===== config.mk =====
export PLATFORM = sky130hd
export DESIGN_NAME = yuv_camera_splitter
export DESIGN_NICKNAME = d
export VERILOG_FILES = /design/src/rtl/yuv_camera_splitter.sv
export SDC_FILE = /design/constraint.sdc
export NUM_CORES = 2
export LEC_CHECK = 0
export CAP_MARGIN = 10
export CORE_MARGIN = 2
export CORE_UTILIZATION = 50
export DETAILED_ROUTE_END_ITERATION = 6
export GPL_TIMING_DRIVEN = 0
export PLACE_DENSITY = 0.64
export REMOVE_ABC_BUFFERS = 1
export SLEW_MARGIN = 20
export SYNTH_ARGS = -nofsm -noshare
export SYNTH_HDL_FRONTEND = slang
export SYNTH_HIERARCHICAL = 1
export SYNTH_SLANG_ARGS = --single-unit

===== constraint.sdc =====
create_clock -name clk -period 6.59 [get_ports clk]
set_input_delay 0.659 -clock clk [delete_from_list [all_inputs] [get_ports clk]]
set_output_delay 0.659 -clock clk [all_outputs]
set_load 0.05 [all_outputs]

===== src/rtl/yuv_camera_splitter.sv =====
// Splits a packed YCbCr 4:2:2 camera byte stream into Y/U/V FIFOs, decimating chroma to 4:2:0
// (even rows only), with HPS-controlled capture through the yuv_ctrl/yuv_status PIOs.
module yuv_splitter_fifo #(
   parameter int DEPTH = 64
) (
   input  logic       clk,
   input  logic       rst_n,
   input  logic       flush_i,
   input  logic       push_i,
   input  logic [7:0] data_i,
   input  logic       pop_req_i,
   output logic [7:0] data_o,
   output logic       valid_o,
   output logic       overflow_o
);
   localparam int AW = $clog2(DEPTH);
   localparam logic [AW:0] FULL_CNT = (AW+1)'(DEPTH);

   logic [7:0]    mem_q [DEPTH];
   logic [AW-1:0] rd_ptr_q, wr_ptr_q;
   logic [AW:0]   count_q;
   logic          pop_s, full_s, push_ok_s;

   // A pop in the same cycle frees the slot, so a push into a full FIFO is only refused without one.
   assign valid_o    = (count_q != {(AW+1){1'b0}});
   assign pop_s      = valid_o && pop_req_i;
   assign full_s     = (count_q == FULL_CNT) && !pop_s;
   assign push_ok_s  = push_i && !full_s;
   assign overflow_o = push_i && full_s;
   assign data_o     = valid_o ? mem_q[rd_ptr_q] : 8'h00;

   always_ff @(posedge clk) begin
      if (push_ok_s && !flush_i) begin
         mem_q[wr_ptr_q] <= data_i;
      end
   end

   always_ff @(posedge clk or negedge rst_n) begin
      if (!rst_n) begin
         rd_ptr_q <= {AW{1'b0}};
         wr_ptr_q <= {AW{1'b0}};
         count_q  <= {(AW+1){1'b0}};
      end else if (flush_i) begin
         rd_ptr_q <= {AW{1'b0}};
         wr_ptr_q <= {AW{1'b0}};
         count_q  <= {(AW+1){1'b0}};
      end else begin
         if (push_ok_s) wr_ptr_q <= wr_ptr_q + AW'(1);
         if (pop_s)     rd_ptr_q <= rd_ptr_q + AW'(1);
         case ({push_ok_s, pop_s})
            2'b10:   count_q <= count_q + (AW+1)'(1);
            2'b01:   count_q <= count_q - (AW+1)'(1);
            default: count_q <= count_q;
         endcase
      end
   end
endmodule

module yuv_camera_splitter #(
   parameter int FRAME_W    = 1920,
   parameter int FRAME_H    = 1080,
   parameter int FIFO_DEPTH = 64
) (
   input  logic       clk,
   input  logic       rst_n,
   input  logic [7:0] cam_data_in,
   input  logic       cam_valid_in,
   input  logic       cam_vsync_in,
   input  logic [3:0] yuv_ctrl_in,
   output logic       yuv_status_out,
   output logic       err_out,
   output logic       clear_dma_out,
   output logic [7:0] y_data_z,
   output logic       y_data_vz,
   input  logic       y_data_lz,
   output logic [7:0] u_data_z,
   output logic       u_data_vz,
   input  logic       u_data_lz,
   output logic [7:0] v_data_z,
   output logic       v_data_vz,
   input  logic       v_data_lz
);
   localparam int CW = $clog2(FRAME_W);
   localparam int RW = $clog2(FRAME_H);
   localparam logic [CW-1:0] COL_LAST = CW'(FRAME_W - 2);
   localparam logic [RW-1:0] ROW_LAST = RW'(FRAME_H - 1);

   typedef enum logic [1:0] {
      ST_IDLE    = 2'd0,
      ST_WAIT_VS = 2'd1,
      ST_CAP     = 2'd2,
      ST_DONE    = 2'd3
   } state_t;

   state_t        state_q, state_d;
   logic [1:0]    phase_q;
   logic [CW-1:0] col_q;
   logic [RW-1:0] row_q;
   logic          status_q, err_q, clr_q;
   logic          capture_en_s, single_s, clear_s, unused_ctrl_s;
   logic          take_s, mid_vsync_s, restart_s, frame_end_s;
   logic          push_y_s, push_u_s, push_v_s;
   logic          ovf_y_s, ovf_u_s, ovf_v_s;

   assign capture_en_s  = yuv_ctrl_in[0];
   assign single_s      = yuv_ctrl_in[1];
   assign clear_s       = yuv_ctrl_in[2];
   assign unused_ctrl_s = yuv_ctrl_in[3];

   assign yuv_status_out = status_q;
   assign err_out        = err_q;
   assign clear_dma_out  = clr_q;

   always_ff @(posedge clk or negedge rst_n) begin
      if (!rst_n) state_q <= ST_IDLE;
      else        state_q <= state_d;
   end

   always_comb begin
      state_d = state_q;
      if (clear_s) begin
         state_d = ST_IDLE;
      end else begin
         case (state_q)
            ST_IDLE:    state_d = capture_en_s ? ST_WAIT_VS : ST_IDLE;
            ST_WAIT_VS: begin
               if (!capture_en_s)     state_d = ST_IDLE;
               else if (cam_vsync_in) state_d = ST_CAP;
               else                   state_d = ST_WAIT_VS;
            end
            ST_CAP: begin
               if (!capture_en_s)    state_d = ST_IDLE;
               else if (frame_end_s) state_d = single_s ? ST_DONE : ST_WAIT_VS;
               else                  state_d = ST_CAP;
            end
            ST_DONE:    state_d = capture_en_s ? ST_DONE : ST_IDLE;
            default:    state_d = ST_IDLE;
         endcase
      end
   end

   always_comb begin
      take_s      = 1'b0;
      mid_vsync_s = 1'b0;
      if ((state_q == ST_CAP) && capture_en_s && !clear_s) begin
         take_s      = cam_valid_in;
         mid_vsync_s = cam_vsync_in;
      end else begin
         take_s      = 1'b0;
         mid_vsync_s = 1'b0;
      end
      push_y_s    = take_s && !phase_q[0];
      push_u_s    = take_s && (phase_q == 2'd1) && !row_q[0];
      push_v_s    = take_s && (phase_q == 2'd3) && !row_q[0];
      frame_end_s = take_s && (phase_q == 2'd3) && (col_q == COL_LAST) && (row_q == ROW_LAST);
      restart_s   = mid_vsync_s ||
                    ((state_q == ST_WAIT_VS) && capture_en_s && !clear_s && cam_vsync_in);
   end

   // Counters keep advancing on dropped bytes so frame alignment survives an overflow.
   always_ff @(posedge clk or negedge rst_n) begin
      if (!rst_n) begin
         phase_q <= 2'd0;
         col_q   <= {CW{1'b0}};
         row_q   <= {RW{1'b0}};
      end else if (clear_s || restart_s) begin
         phase_q <= 2'd0;
         col_q   <= {CW{1'b0}};
         row_q   <= {RW{1'b0}};
      end else if (take_s) begin
         phase_q <= phase_q + 2'd1;
         if (phase_q == 2'd3) begin
            if (col_q == COL_LAST) begin
               col_q <= {CW{1'b0}};
               row_q <= (row_q == ROW_LAST) ? {RW{1'b0}} : row_q + RW'(1);
            end else begin
               col_q <= col_q + CW'(2);
            end
         end
      end
   end

   always_ff @(posedge clk or negedge rst_n) begin
      if (!rst_n) begin
         status_q <= 1'b0;
         err_q    <= 1'b0;
         clr_q    <= 1'b0;
      end else begin
         clr_q <= clear_s;
         if (clear_s) begin
            status_q <= 1'b0;
            err_q    <= 1'b0;
         end else begin
            if (frame_end_s) status_q <= 1'b1;
            if (mid_vsync_s || ovf_y_s || ovf_u_s || ovf_v_s) err_q <= 1'b1;
         end
      end
   end

   yuv_splitter_fifo #(.DEPTH(FIFO_DEPTH)) u_fifo_y (
      .clk(clk), .rst_n(rst_n), .flush_i(clear_s), .push_i(push_y_s), .data_i(cam_data_in),
      .pop_req_i(y_data_lz), .data_o(y_data_z), .valid_o(y_data_vz), .overflow_o(ovf_y_s)
   );
   yuv_splitter_fifo #(.DEPTH(FIFO_DEPTH)) u_fifo_u (
      .clk(clk), .rst_n(rst_n), .flush_i(clear_s), .push_i(push_u_s), .data_i(cam_data_in),
      .pop_req_i(u_data_lz), .data_o(u_data_z), .valid_o(u_data_vz), .overflow_o(ovf_u_s)
   );
   yuv_splitter_fifo #(.DEPTH(FIFO_DEPTH)) u_fifo_v (
      .clk(clk), .rst_n(rst_n), .flush_i(clear_s), .push_i(push_v_s), .data_i(cam_data_in),
      .pop_req_i(v_data_lz), .data_o(v_data_z), .valid_o(v_data_vz), .overflow_o(ovf_v_s)
   );
endmodule


==> Word level (Yosys, flattened, before mapping) <==
Memories as Yosys holds them, arrays and structs flattened.
Index checks and enable logic that the tools add are counted.
{ "op_classes": {"n_eq_ne": 16, "bitwise_logic": 0, "mux": 53, "n_addsub": 15, "n_reduce_logical": 61, "magnitude_cmp": 0, "multipliers": 0, "div_mod_pow": 0, "shift": 0} }
{ "op_table": {"columns": ["cell", "n"], "rows": [
  ["$mux 11", 9],
  ["$mux 6", 12],
  ["$pmux 7 s2", 3],
  ["$add 6x1->6 const B", 6],
  ["$logic_and 1x1->1", 27],
  ["$mux 8", 3],
  ["$eq 11x11->1 const B", 2],
  ["$reduce_bool 2->1", 11],
  ["$add 7x1->7 const B", 3],
  ["$eq 7x7->1 const B", 3],
  ["$mux 7", 3],
  ["$reduce_bool 7->1", 3],
  ["$sub 7x1->7 const B", 3],
  ["$mux 2", 9],
  ["$mux 1", 13],
  ["$eq 2x2->1 const B", 6],
  ["$add 11x1->11 const B", 1],
  ["$add 11x2->11 const B", 1],
  ["$eq 2x1->1 const B", 5],
  ["$logic_not 1->1", 9],
  ["$reduce_bool 3->1", 3],
  ["$pmux 2 s4", 1],
  ["$logic_or 1x1->1", 5],
  ["$reduce_and 3->1", 1],
  ["3 further kinds", 3]
]} }
{ "word_totals": {"out_inout_bits": 30, "memories": 3, "romBits": 0, "mem_bits_rw": 1536, "latch_bits": 0, "register_bits": 86} }
{ "memory_table": {"columns": ["memory", "depth", "width", "rd", "rd_clocked_by_memory_dff", "wr", "line", "rtl"], "rows": [
  ["u_fifo_u.mem_q", 64, 8, 1, 0, 1, "19", "logic [7:0] mem_q [DEPTH];"],
  ["u_fifo_v.mem_q", 64, 8, 1, 0, 1, "19", null],
  ["u_fifo_y.mem_q", 64, 8, 1, 0, 1, "19", null]
]} }

==> Depth between registers and ports, before layout <==
{ "logic_depth": {"ltp_word": 11, "ltp_mapped": 10, "ltp_nobuf": 10} }

==> By module <==
Netlist, hierarchy kept.
{ "modules_own_cells": {"columns": ["module", "area_each_um2", "n_inst", "seq_area_each_um2", "cells_each"], "rows": [
  ["yuv_splitter_fifo at u_fifo_u ...", 21307.9, 2, 15850.2, 1092],
  ["yuv_splitter_fifo at u_fifo_y", 21276.7, 1, 15850.2, 1088],
  ["yuv_camera_splitter", 1584.0, 1, 700.7, 169]
]} }

==> Least setup slack after synthesis <==
OpenSTA, ideal clock, no wires.
{ "synth_path": {"kind": "input port to flip-flop", "startpoint": "in yuv_ctrl_in[2]", "endpoint": "mem u_fifo_u.mem_q[48][0] (enable)", "n_path_buf": 1, "slack_ns": 2.933, "path_stages": 8, "t_arrival_ns": 3.263, "setup_time_ns": 0.395, "cell_sequence": "and4bb_1 > nand2_1 > nor3b_1 > o41ai_2 > buf_4 > nor2_1 > nand4b_2 > nor4_1"} }
{ "synth_via": {"elab_chain_cells": 9} }
{ "synth_rtl": {"columns": ["element", "line", "rtl"], "rows": [
  ["from (decl)", "69", "input logic [3:0] yuv_ctrl_in,"],
  ["$logic_not 1->1", "145", "if ((state_q == ST_CAP) && capture_en_s && !clear_s) begin"],
  ["$logic_and 1x1->1", "145", null],
  ["$mux 1", "145", null],
  ["$logic_and 1x1->1 (2 in series)", "153", "push_u_s = take_s && (phase_q == 2'd1) && !row_q[0];"],
  ["named net push_u_s", "102", "logic push_y_s, push_u_s, push_v_s;"],
  ["$logic_and 1x1->1", "28", "assign push_ok_s = push_i && !full_s;"],
  ["$logic_and 1x1->1", "33", "if (push_ok_s && !flush_i) begin"],
  ["$mux 1", "33", null],
  ["$mux 1 (not written as such)", "34", "mem_q[wr_ptr_q] <= data_i;"],
  ["to (decl)", "19", null]
]} }
The timed path passes the listed nets, and every way through them passes these cells.

==> Worst setup path in the final report <==
{ "layout_path": {"startpoint": "reg u_fifo_v.rd_ptr_q[0]", "endpoint": "out v_data_z[0]"} }
{ "layout_via": {"elab_chain_cells": 2} }
{ "layout_rtl": {"columns": ["element", "line", "rtl"], "rows": [
  ["from (decl)", "20", "logic [AW-1:0] rd_ptr_q, wr_ptr_q;"],
  ["from (signal assigned)", "40", "rd_ptr_q <= {AW{1'b0}};"],
  ["from (signal assigned)", "44", "rd_ptr_q <= {AW{1'b0}};"],
  ["from (signal assigned)", "49", "if (pop_s) rd_ptr_q <= rd_ptr_q + AW'(1);"],
  ["$mem_v2 64x8", null, null],
  ["$mux 8", "30", "assign data_o = valid_o ? mem_q[rd_ptr_q] : 8'h00;"],
  ["to (decl)", "79", "output logic [7:0] v_data_z,"]
]} }
Every way passes these cells.

==> run_results.csv <==
group,metric,value,unit
outcome,status,"finished, final reports clean",
critical_path,worstPathCellList,"buf_16, buf_12, mux4_1, a22o_1, a211oi_1, a21o_1, o22ai_1, clkdlybuf4s50_1",
clocking,cts_hold_buf,1,
synth,synth.cell_area,65500,um^2
power_and_ir_drop,leakagePower,22.9,nW
power_and_ir_drop,cellPowerDensity,331,nW/um^2
detailed_routing,routed_wl,142000,um
clocking,clk_pin_slew_worst_paths,60,ps
synth,yosysSeqAreaShare,73.7,%
clocking,htree_num_levels,4,
critical_path,required,5930,ps
sta,max_slew.worst_pin.slew,1160,ps
floorplan,initial_core_util,50.4,%
cells_and_area,syn_to_final_growth,12.0,%
worst_hold_path,hold_start,"yuv_ctrl_in[2]",
detailed_routing,dr.pass1.iters,6,
clocking,tritoncts.num_buffers,160,
cells_and_area,final_cell_mix,"1536 x edfxtp_1, 291 x nor2_1, 232 x mux4_2",
clocking,tritoncts,"done",
synth,async_reset_ff_share,5.24,%
detailed_routing,drc_errors,0,
global_routing,grt_first_pass_wirelength,213000,um
critical_path,critPathKind,"reg -> out",
flow_run,maxCapViolCount,0,
clocking,root_buffer,"clkbuf_16",
global_routing,antenna_found_initial,1,
floorplan,dieArea,134000,um^2
synth,synth.area.top_cells,"edfxtp_1 70%, mux4_2 8.0%, mux2i_1 3.3%, dfrtp_1 3.2%, mux4_1 2.2%",
placement,io_buffer_count,47,
cells_and_area,final_common_cell,"edfxtp_1",
sta,max_freq,189,MHz
synth,synth_warnings,6,
synth,synth_edf_count,1536,
critical_path,cp-start-kind,"register",
detailed_routing,wl_per_cell,26.4,um
sta,drv_slew,0,
sta,fin_crit_sh,80.4,%
sta,finalClockSkew,24.3,ps
critical_path,crit_slowest_cell,"dfrtp_4",
sta,grt_setup_unrepaired,"false",
critical_path,crit_fanout,38,
detailed_routing,drtAntennaViolNets,0,
clocking,ctsResizeCount,0,
critical_path,endpoint_kind,"primary output",
sta,worst_slack,1290,ps
global_routing,grt_start_max_net_pins,121,
cells_and_area,layout-drive-gt1-share,16.6,%
synth,synth-seq-cells,1621,
global_routing,grt_use_total,21.1,%
cells_and_area,fill_cells,9794,
clocking,cts_buffer_depth,3,
sta,finalHoldViolCount,0,
placement,dpl.hpwl,83500,um
synth,synthFlopType,"edfxtp_1",
floorplan,dieWidth,366,um
floorplan,die_y,366,um
sta,finalSetupViolations,0,
synth,yosysTopAreaCellShare,70.4,%
clocking,postCtsSetupBuffers,0,
detailed_routing,via_per_inst,6.11,
cells_and_area,nNetsFinal,3543,
critical_path,critPathBufInv,3,
worst_hold_path,hp-class,"in -> reg",
clocking,clk_latency,780,ps
sta,setup_tns,0,ps
sta,slew_headroom,22.6,%
floorplan,ios,49,
detailed_routing,drt_iter0_markers,3169,
global_routing,grt_overflow,0,
floorplan,rows,132,
power_and_ir_drop,power.total,24.3,mW
critical_path,crit_family,"buffers and inverters",
placement,dp.cells,5075,
clocking,cts_sinks,1621,
detailed_routing,routed-via-count,32800,
synth,syn_area_per_cell,19.0,um^2
sta,hold_ws,318,ps
placement,gp_congestion,0.793,
critical_path,startpoint,"u_fifo_v/rd_ptr_q[0]",
critical_path,rr_startpoint,"state_q[0]",
global_routing,grt_pass1_vias,32900,
critical_path,max_stage_delay,870,ps
critical_path,crit_arrival,4640,ps
cells_and_area,stdcell_count,5374,
sta,min_period,5300,ps
cells_and_area,insertedDiodeCount,0,
synth,synth_top_area_cell,"edfxtp_1",
power_and_ir_drop,ir_drop,0.466,mV
floorplan,core,130000,um^2
synth,synth_cells,3441,
synth,synth_cell_types,78,
placement,dp_slack,1220,ps
[path summary, 6_finish.rpt]
path,end,slack (ps),cells after the start
min in group asynchronous,u_fifo_y/count_q[0],370,2
min reg2reg,yuv_status_out,500,2
max reg2reg,u_fifo_u/mem_q[57][4],1940,7
max in group asynchronous,u_fifo_v/rd_ptr_q[1],5530,3
min,clear_dma_out,320,1
max,v_data_z[0],1290,8
[registers in the layout, summed over array words and instances (netlist names)]
register	flops
clear_dma_out	1
col_q	10
err_out	1
phase_q	2
row_q	11
state_q	2
u_fifo_u/count_q	7
u_fifo_u/mem_q	512
u_fifo_u/rd_ptr_q	6
u_fifo_u/wr_ptr_q	6
u_fifo_v/count_q	7
u_fifo_v/mem_q	512
u_fifo_v/rd_ptr_q	6
u_fifo_v/wr_ptr_q	6
u_fifo_y/count_q	7
u_fifo_y/mem_q	512
u_fifo_y/rd_ptr_q	6
u_fifo_y/wr_ptr_q	6
yuv_status_out	1
[per-stage QoR]
step                utilization (%)  instance area (um^2)
detailed placement             52.6                 68200
CTS                            56.5                 73300
global placement               51.4                 66700
global route                   56.5                 73300
floorplan                         -                 64100
finish                         56.5                 73300
[where the power goes]
group | leakage (nW) | total [mW] | internal [mW] | switching [mW]
registers | 15.0 | 11.5 | 11.3 | 0.132
clock network | 2.47 | 8.79 | 4.99 | 3.80
logic | 5.49 | 4.04 | 1.58 | 2.46
[synth_stat cells (all sizes together), types with 8 or more instances]
| cell | n |
|---|---|
| dfrtp | 85 |
| and3 | 9 |
| a21o | 37 |
| o21ai | 37 |
| nor4 | 11 |
| nand4 | 13 |
| inv | 22 |
| ha | 25 |
| mux2i | 218 |
| a22o | 41 |
| nor2b | 11 |
| mux4 | 288 |
| clkbuf | 68 |
| edfxtp | 1536 |
| nand3b | 23 |
| a22oi | 56 |
| o22ai | 58 |
| a211oi | 103 |
| xnor2 | 17 |
| or3 | 23 |
| a31oi | 8 |
| buf | 142 |
| xor2 | 23 |
| o221ai | 48 |
| nor2 | 295 |
| nand3 | 34 |
| nand2 | 59 |
| nor3 | 13 |
| a21oi | 52 |
| a211o | 15 |
[logic make-up after synthesis]
group	after synthesis	share of synthesized area [%]
buffers and inverters	234	2.26
muxes	506	13.6
and+or+nand+nor	529	3.96
xor gates and xnor gates	40	0.535
AOI/OAI and AO/OA	483	5.42
adders and majority gates	28	0.569
DFF	1621	73.7
[layer usage]
layer	GRT usage (%)	vias to the layer above	share of wire (%)
met4	6.30	2	2.4
met1	30.0	17300	42
li1	-	14300	-
met3	3.60	225	6.0
met2	33.9	1075	49
met5	0	-	0.0085
[worst reg2reg max path, stage by stage (launching register included)]
cell	delay, ps
dfrtp_1	440
and4bb_1	340
nand2_1	150
nor3b_1	970
o41ai_4	460
nor2_1	440
nand3_1	600
nor2_1	900
[final cells by class]
type                    count  area [um^2]  share of cell area (%)
clock buffers             208         4310                    5.88
clock inverters            90          748                    1.02
inverters                  22         82.6                   0.113
multi-input cells        1586        15900                    21.7
flip-flops and latches   1621        48300                    65.8
well taps                1742         2180                    2.97
repair buffers            105         1810                    2.47
Note: power is estimated with default switching activity, not from simulation.
